`src/rtl/instr_fetch_unit.sv`:
```
// Fetch stage: owns the PC, issues reads to the instruction cache and queues {pc, instr} for decode.
// Optional saturating perf counters are enabled by defining IFU_PERF_COUNTERS_EN.
module instr_fetch_unit #(
   parameter int unsigned            ADDR_WIDTH  = 32,
   parameter int unsigned            DATA_WIDTH  = 32,
   parameter logic [ADDR_WIDTH-1:0]  RESET_PC    = '0,
   parameter int unsigned            QUEUE_DEPTH = 2
) (
   input  logic                  clk,
   input  logic                  reset_n,
   output logic                  CPU_READ,
   output logic [ADDR_WIDTH-1:0] CPU_ADDRESS,
   input  logic [DATA_WIDTH-1:0] CPU_INSTR,
   input  logic                  CPU_BUSYWAIT,
   input  logic                  redirect_valid,
   input  logic [ADDR_WIDTH-1:0] redirect_pc,
   output logic                  if_valid,
   output logic [DATA_WIDTH-1:0] if_instr,
   output logic [ADDR_WIDTH-1:0] if_pc,
   input  logic                  id_ready
`ifdef IFU_PERF_COUNTERS_EN
   ,
   output logic [31:0]           perf_fetched,
   output logic [31:0]           perf_stall
`endif
);

   localparam int unsigned PtrW = $clog2(QUEUE_DEPTH);
   localparam int unsigned CntW = PtrW + 1;

   typedef enum logic [0:0] {StFetch, StSquash} state_e;

   state_e                  state_q;
   logic [ADDR_WIDTH-1:0]   pc_q;
   logic [ADDR_WIDTH-1:0]   pending_pc_q;
   logic                    held_q;
   logic [PtrW-1:0]         wr_ptr_q;
   logic [PtrW-1:0]         rd_ptr_q;
   logic [CntW-1:0]         count_q;
   logic [DATA_WIDTH-1:0]   instr_mem_q [QUEUE_DEPTH];
   logic [ADDR_WIDTH-1:0]   pc_mem_q    [QUEUE_DEPTH];

   logic                    cpu_read;
   logic                    done;
   logic                    enq;
   logic                    deq;
   logic [ADDR_WIDTH-1:0]   redir_pc;

   // held_q keeps a stalled request alive even if the queue state would otherwise block it
   assign cpu_read = reset_n & ((state_q == StSquash) | held_q |
                                (count_q < CntW'(QUEUE_DEPTH)));
   assign done     = cpu_read & ~CPU_BUSYWAIT;
   assign enq      = (state_q == StFetch) & done & ~redirect_valid;
   assign deq      = (count_q != '0) & id_ready;
   assign redir_pc = {redirect_pc[ADDR_WIDTH-1:2], 2'b00};

   assign CPU_READ    = cpu_read;
   assign CPU_ADDRESS = pc_q;
   assign if_valid    = (count_q != '0);
   assign if_instr    = instr_mem_q[rd_ptr_q];
   assign if_pc       = pc_mem_q[rd_ptr_q];

   always_ff @(posedge clk or negedge reset_n) begin
      if (!reset_n) begin
         state_q      <= StFetch;
         pc_q         <= RESET_PC;
         pending_pc_q <= '0;
         held_q       <= 1'b0;
         wr_ptr_q     <= '0;
         rd_ptr_q     <= '0;
         count_q      <= '0;
         for (int i = 0; i < QUEUE_DEPTH; i++) begin
            instr_mem_q[i] <= '0;
            pc_mem_q[i]    <= '0;
         end
      end else begin
         held_q <= cpu_read & CPU_BUSYWAIT;

         if (enq) begin
            instr_mem_q[wr_ptr_q] <= CPU_INSTR;
            pc_mem_q[wr_ptr_q]    <= pc_q;
         end

         unique case (state_q)
            StFetch: begin
               if (redirect_valid) begin
                  // A stalled request cannot be withdrawn, so park the target until it drains
                  if (cpu_read && CPU_BUSYWAIT) begin
                     pending_pc_q <= redir_pc;
                     state_q      <= StSquash;
                  end else begin
                     pc_q <= redir_pc;
                  end
               end else if (done) begin
                  pc_q <= pc_q + ADDR_WIDTH'(4);
               end
            end
            StSquash: begin
               if (done) begin
                  pc_q    <= redirect_valid ? redir_pc : pending_pc_q;
                  state_q <= StFetch;
               end else if (redirect_valid) begin
                  pending_pc_q <= redir_pc;
               end
            end
         endcase

         if (redirect_valid) begin
            wr_ptr_q <= '0;
            rd_ptr_q <= '0;
            count_q  <= '0;
         end else begin
            if (enq) wr_ptr_q <= wr_ptr_q + 1'b1;
            if (deq) rd_ptr_q <= rd_ptr_q + 1'b1;
            count_q <= count_q + CntW'(enq) - CntW'(deq);
         end
      end
   end

`ifdef IFU_PERF_COUNTERS_EN
   logic [31:0] perf_fetched_q;
   logic [31:0] perf_stall_q;

   always_ff @(posedge clk or negedge reset_n) begin
      if (!reset_n) begin
         perf_fetched_q <= '0;
         perf_stall_q   <= '0;
      end else begin
         if (enq && (perf_fetched_q != '1)) perf_fetched_q <= perf_fetched_q + 32'd1;
         if (cpu_read && CPU_BUSYWAIT && (perf_stall_q != '1)) begin
            perf_stall_q <= perf_stall_q + 32'd1;
         end
      end
   end

   assign perf_fetched = perf_fetched_q;
   assign perf_stall   = perf_stall_q;
`endif

endmodule
```
`config.mk`:
```
export PLATFORM = sky130hd
export DESIGN_NAME = instr_fetch_unit
export DESIGN_NICKNAME = d
export VERILOG_FILES = /design/src/rtl/instr_fetch_unit.sv
export SDC_FILE = /design/constraint.sdc
export NUM_CORES = 1
export LEC_CHECK = 0
export ABC_AREA = 1
export BUFFER_PORTS_ARGS = -buffer_cell sky130_fd_sc_hd__buf_2
export CAP_MARGIN = 40
export CORE_UTILIZATION = 60
export CTS_CLUSTER_DIAMETER = 120
export DETAILED_ROUTE_END_ITERATION = 10
export HOLD_SLACK_MARGIN = 0.06
export PLACE_DENSITY = 0.85
export SLEW_MARGIN = 15
export SYNTH_ARGS = -nofsm -noshare
export SYNTH_HDL_FRONTEND = slang
export SYNTH_SLANG_ARGS = --single-unit
```
`constraint.sdc`:
```
create_clock -name clk -period 3.45 [get_ports clk]
set_clock_uncertainty 0.1 [all_clocks]
set_input_delay 0 -clock clk [delete_from_list [all_inputs] [get_ports clk]]
set_output_delay 0 -clock clk [all_outputs]
set_load 0.01 [all_outputs]
```
### Yosys cells after proc, flatten, opt, wreduce, memory -nomap -nowiden

Cells that the tools add are included.

* register bits after elaboration: 198
* input port bits: 69
* output and inout port bits: 98
* logic and storage cells: 75

* add/sub/neg operators: 5
* $lt $le $gt $ge: 4
* equal/unequal tests: 6
* multiplexer cells: 29
* bitwise operators: 13
* reductions and logical operators: 7

Operators with widths (count)
* 32-bit 2-to-1 mux: 15
* 64-bit bitwise mux: 2
* 32-bit case mux with 2 select lines: 2
* 32-bit by 3-bit adder with 32-bit output (second input constant): 1
* 32-bit demux with 1-bit select: 1
* 1-bit 2-to-1 mux: 7
* 1-bit AND: 6
* 3-bit inequality test (second input constant): 2
* 3-bit AND reduction: 2
* 2-bit nonzero test: 3
* 2-bit >= comparator (second input constant): 2
* 2-bit by 1-bit inequality test with 1-bit output (second input constant): 2
* 2-bit inequality test (second input constant): 2
* 1-bit NOT with 2-bit output: 2
* 1-bit NOT: 3
* 1-bit adder (second input constant): 2
* 2-bit by 1-bit adder with 2-bit output: 1
* 1-bit logical AND: 2
* 2-bit by 1-bit less-than comparator with 1-bit output (second input constant): 1
* 2-bit less-than comparator (second input constant): 1
* 2-bit 2-to-1 mux: 1
* 1-bit OR: 2
* 1-bit case mux with 2 select lines: 1
* 2-bit by 1-bit subtractor with 2-bit output: 1

### Depth between registers and ports, before layout

* depth in word-level cells: 9
* gate-level depth with buffers: 10
* gate-level depth less buffers: 9

### Worst setup path before layout

OpenSTA, ideal clock, no wires.

* path kind: register to register
* from: register count_q[1]
* to: register count_q[1]
* setup time: 132 ps
* arrival time: 1536 ps
* required time: 3218 ps
* slack: 1682 ps
* cell stages (with the launch flop): 8
* path buffers: 0
* period minus slack after synthesis: 1768 ps
* cells stage by stage: dfrtp_1 a31oi_1 nand3_2 ha_1 inv_1 ha_1 xor2_1 nor2_1

* longest elaborated chain between the ends: 9
* elaborated cells on any way between the ends: 11
* those cells by class: add/sub (2); order compare (1); mux (1); bitwise (6); reduce/logical (1)

Ends and longest elaborated chain
* start, declared: RTL line 39 `logic [CntW-1:0] count_q;`
* start signal, assigned: RTL line 115 `count_q <= count_q + CntW'(enq) - CntW'(deq);`
* 2-bit less-than comparator: RTL line 51 `(count_q < CntW'(QUEUE_DEPTH)));`
* 1-bit OR: RTL line 50 `assign cpu_read = reset_n & ((state_q == StSquash) | held_q |`
* 1-bit AND: RTL line 50
* via CPU_READ: RTL line 11 `output logic CPU_READ,`
* 1-bit AND: RTL line 52 `assign done = cpu_read & ~CPU_BUSYWAIT;`
* 1-bit AND (2 in a row): RTL line 53 `assign enq = (state_q == StFetch) & done & ~redirect_valid;`
* 2-bit by 1-bit adder with 2-bit output: RTL line 115
* 2-bit by 1-bit subtractor with 2-bit output: RTL line 115
* 2-bit 2-to-1 mux: RTL line 108 `if (redirect_valid) begin`

The timed path passes the listed nets, and every way through them passes these cells.
A chain may end at the register's enable or synchronous reset.

### Worst setup path in the final report

* from: input port reset_n
* to: register pending_pc_q[29]

* longest elaborated chain between the ends: 4
* elaborated cells on any way between the ends: 6
* those cells by class: eq/ne (2); bitwise (2); reduce/logical (2)

Ends and longest elaborated chain
* start, declared: RTL line 10 `input logic reset_n,`
* 1-bit AND (*): RTL line 50
* 1-bit AND or 1-bit logical AND (tied branches): RTL line 52, 88
* 2-bit inequality test (no source line) or 2-bit by 1-bit inequality test with 1-bit output (tied branches)
* 3-bit AND reduction (no source line) (*)
* end signal, assigned: RTL line 89 `pending_pc_q <= redir_pc;`
* end signal, assigned: RTL line 103 `pending_pc_q <= redir_pc;`
* end, declared: RTL line 35 `logic [ADDR_WIDTH-1:0] pending_pc_q;`

Mark *: on every way between the ends. The rest lies on a longest branch, timed or not.

==> flow_metrics.py <==
metrics = {
    "outcome": {
        "status": "finished, final reports clean",
    },
    "global_route": {
        "grt_pass1_vias": 8852,
        "grt_pass1_wl_mm": 42.1,
        "grt-ovfl-total": 0,
        "grt_max_degree": 129,
        "grt_util_all_layers_pct": 32.8,
        "grt_antenna_before_repair": 0,
    },
    "final_layout": {
        "antenna_cells": 0,
        "stdcell_area_um2": 11800,
        "nets": 1521,
        "drive_gt1_share_pct": 15.7,
        "final_common_cell": "nand2_1",
        "area_growth_pct": 23.2,
        "final_cell_mix": "nand2_1 (398), o21ai_0 (209), dfrtp_1 (198)",
    },
    "routing": {
        "ant_nets": 0,
        "highest_layer": "met4",
        "drc_errors": 0,
        "totalWireLength_mm": 26.0,
        "num_vias": 9123,
        "wl_met3_mm": 2.18,
        "avgViaCountPerCell": 5.45,
        "firstDrtPassIters": 6,
        "dr.first_iter.drc_count": 952,
        "wl_per_cell_um": 15.6,
        "wl_met2_mm": 12.5,
        "wl_met1_mm": 10.8,
    },
    "cts": {
        "cts_tree": "yes",
        "cts_buffer_depth": 2,
        "clock-root-buffer": "clkbuf_16",
        "cts_sinks": 198,
        "clk-insertion-delay-late_ns": 0.43,
        "h-tree-depth": 4,
        "cts_setup_buffers": 0,
        "clk_pin_slew_ns": 0.07,
        "cts_buffers": 17,
    },
    "sta": {
        "slew_headroom_pct": 57.0,
        "finalSetupViolations": 0,
        "fin_tns_setup_ns": 0,
        "fmax_mhz": 416,
        "period_share_pct": 69.6,
        "worst_hold_slack_ns": 0.221,
        "final_hold_viol_count": 0,
        "drv_slew": 0,
        "post-route-min-period_ns": 2.40,
        "rsz0062_at_grt": "false",
        "layout_setup_ws_ns": 1.05,
        "worst_pin_slew_ns": 0.642,
    },
    "synthesis": {
        "synthCells": 1249,
        "yosysWarnings": 0,
        "synth.avg_cell_area_um2": 7.66,
        "synth_area_um2": 9560,
        "synth_nets": 1321,
        "synthDistinctLibCells": 30,
        "ys_ff_latch": 198,
        "synth_seq_area_share_pct": 51.8,
    },
    "setup_path": {
        "cp_cell_sequence": "dlygate4sd3_1 > dlygate4sd3_1 > clkbuf_8 > inv_1 > nand2_1 > nand2_1 > inv_2 > nor2_4 > buf_4 > nand2_1 > o21ai_0",
        "critPathMostFrequentCell": "nand2_1",
        "cp_max_fo": 27,
        "cp_top_family": "buffers and inverters",
        "end_kind": "register",
        "crit_buf_inv": 6,
        "startpoint_type": "primary input",
        "cp_slowest_stage_delay_ns": 0.56,
        "cp.arrival_ns": 2.64,
        "worstSetupPathType": "in2reg",
        "cp.required_ns": 3.69,
        "cp_slowest_cell": "dlygate4sd3_1",
    },
    "pwr": {
        "power_leakage_uw": 0.00599,
        "ir_drop_v": 0.000417,
        "power_density_nw_per_um2": 762,
    },
    "floorplanning": {
        "core_area_um2": 15400,
        "die_y_um": 128,
        "die_w_um": 128,
        "start_util_pct": 62.2,
        "io_pins": 167,
        "fp-row-count": 45,
        "dieArea_um2": 16400,
    },
    "job": {
        "cap_violations": 0,
    },
    "placed_design": {
        "portBuffers": 164,
        "place_hpwl_mm": 15.8,
        "place_congestion": 0.907,
        "placed_area_um2": 10500,
        "pre_cts_ws_ns": 1.34,
    },
    "min_path": {
        "min_path_type": "in2reg",
    },
}
[area by class of cell]
type	count	area, µm²
Fill cell	1095	3590
Inverter	148	557
Tap cell	211	264
Clock inverter	13	123
Sequential cell	198	4950
Timing Repair Buffer	248	1710
Multi-Input combinational cell	836	3730
Clock buffer	19	443
[kinds of logic after synthesis]
family	count (synthesis)	synth area share, %
AND/OR/NAND/NOR	571	24.5
AO/OA/AOI/OAI	260	13.8
buffers and inverters	215	9.30
flip-flops	198	51.8
adder cells (fa/ha/maj)	3	0.393
XOR/XNOR	2	0.183
[where the power goes]
| part | total, µW | internal, µW | switching (µW) |
|---|---|---|---|
| logic | 3210 | 1190 | 2020 |
| registers | 3840 | 3240 | 595 |
| clock network | 1930 | 1020 | 907 |
| total | 8980 | 5460 | 3520 |
[state kept, by name, summed over array words and instances (netlist names)]
register / cells
instr_mem_q: 64
pending_pc_q: 32
pc_mem_q: 64
held_q: 1
wr_ptr_q: 1
state_q: 1
count_q: 2
CPU_ADDRESS: 32
rd_ptr_q: 1
[synth_stat cells]
| cell | instances | area [µm²] |
|---|---|---|
| buf_6 | 3 | 33.8 |
| clkbuf_1 | 34 | 128 |
| nand2_2 | 1 | 6.26 |
| ha_1 | 3 | 37.5 |
| buf_4 | 9 | 67.6 |
| o221ai_1 | 2 | 17.5 |
| and2_1 | 1 | 6.26 |
| nor2_2 | 2 | 12.5 |
| nand3_2 | 2 | 20.0 |
| inv_2 | 3 | 11.3 |
| o22ai_1 | 2 | 12.5 |
| inv_1 | 145 | 544 |
| nand4_1 | 10 | 62.6 |
| nor3_1 | 1 | 5.00 |
| a21oi_1 | 15 | 75.1 |
| nand2_1 | 398 | 1490 |
| dfrtp_1 | 198 | 4950 |
| o21ai_1 | 25 | 125 |
| o21ai_0 | 209 | 1050 |
| nand3_1 | 83 | 415 |
| xnor2_1 | 1 | 8.76 |
| a31oi_1 | 5 | 31.3 |
| nor2_4 | 4 | 45.0 |
| xor2_1 | 1 | 8.76 |
| nor2_1 | 66 | 248 |
| o211ai_1 | 2 | 15.0 |
| buf_2 | 21 | 105 |
| or2_2 | 1 | 6.26 |
| nor4_1 | 1 | 6.26 |
| nand4_2 | 1 | 12.5 |
[per-stage QoR]
step	std cells	util (%)	power, µW
2_1_floorplan	1249	-	5650
3_3_place_gp	1571	68.1	6750
3_5_place_dp	1572	68.2	6900
4_1_cts	1672	76.5	8920
5_1_grt	1673	76.6	9590
6_report	1673	76.6	8980
[layer usage]
layer | track usage [%] | up-vias
li1 | - | 4364
met1 | 43.4 | 4231
met2 | 53.5 | 467
met3 | 7.26 | 61
met4 | 11.7 | 0
met5 | 0 | -
[path summary, 6_finish.rpt]
kind | from | slack [ns] | endpoint | cells after the start
worst max-delay path | reset_n | 1.05 | pending_pc_q[29] | 11
worst min-delay path | redirect_pc[17] | 0.22 | pending_pc_q[17] | 4
worst max register to register | CPU_ADDRESS[2] | 1.23 | CPU_ADDRESS[20] | 9
worst min register to register | pc_mem_q[47] | 0.37 | pc_mem_q[47] | 2
max in group asynchronous | reset_n | 2.08 | pending_pc_q[24] | 5
min in group asynchronous | reset_n | 0.40 | instr_mem_q[45] | 3
[worst min-delay path: cells and delay by family]
| family | cells | cell delay (ns) |
|---|---|---|
| AO/OA/AOI/OAI | 1 | 0.06 |
| buffers and inverters | 2 | 0.61 |
| AND/OR/NAND/NOR | 1 | 0.04 |
[repair_timing]
item / in CTS / in global routing
endpoints found under the hold margin: 200 / 0
hold buffers: 68 / 0
resized for setup: 0 / 0
(Power assumes the default switching activity.)
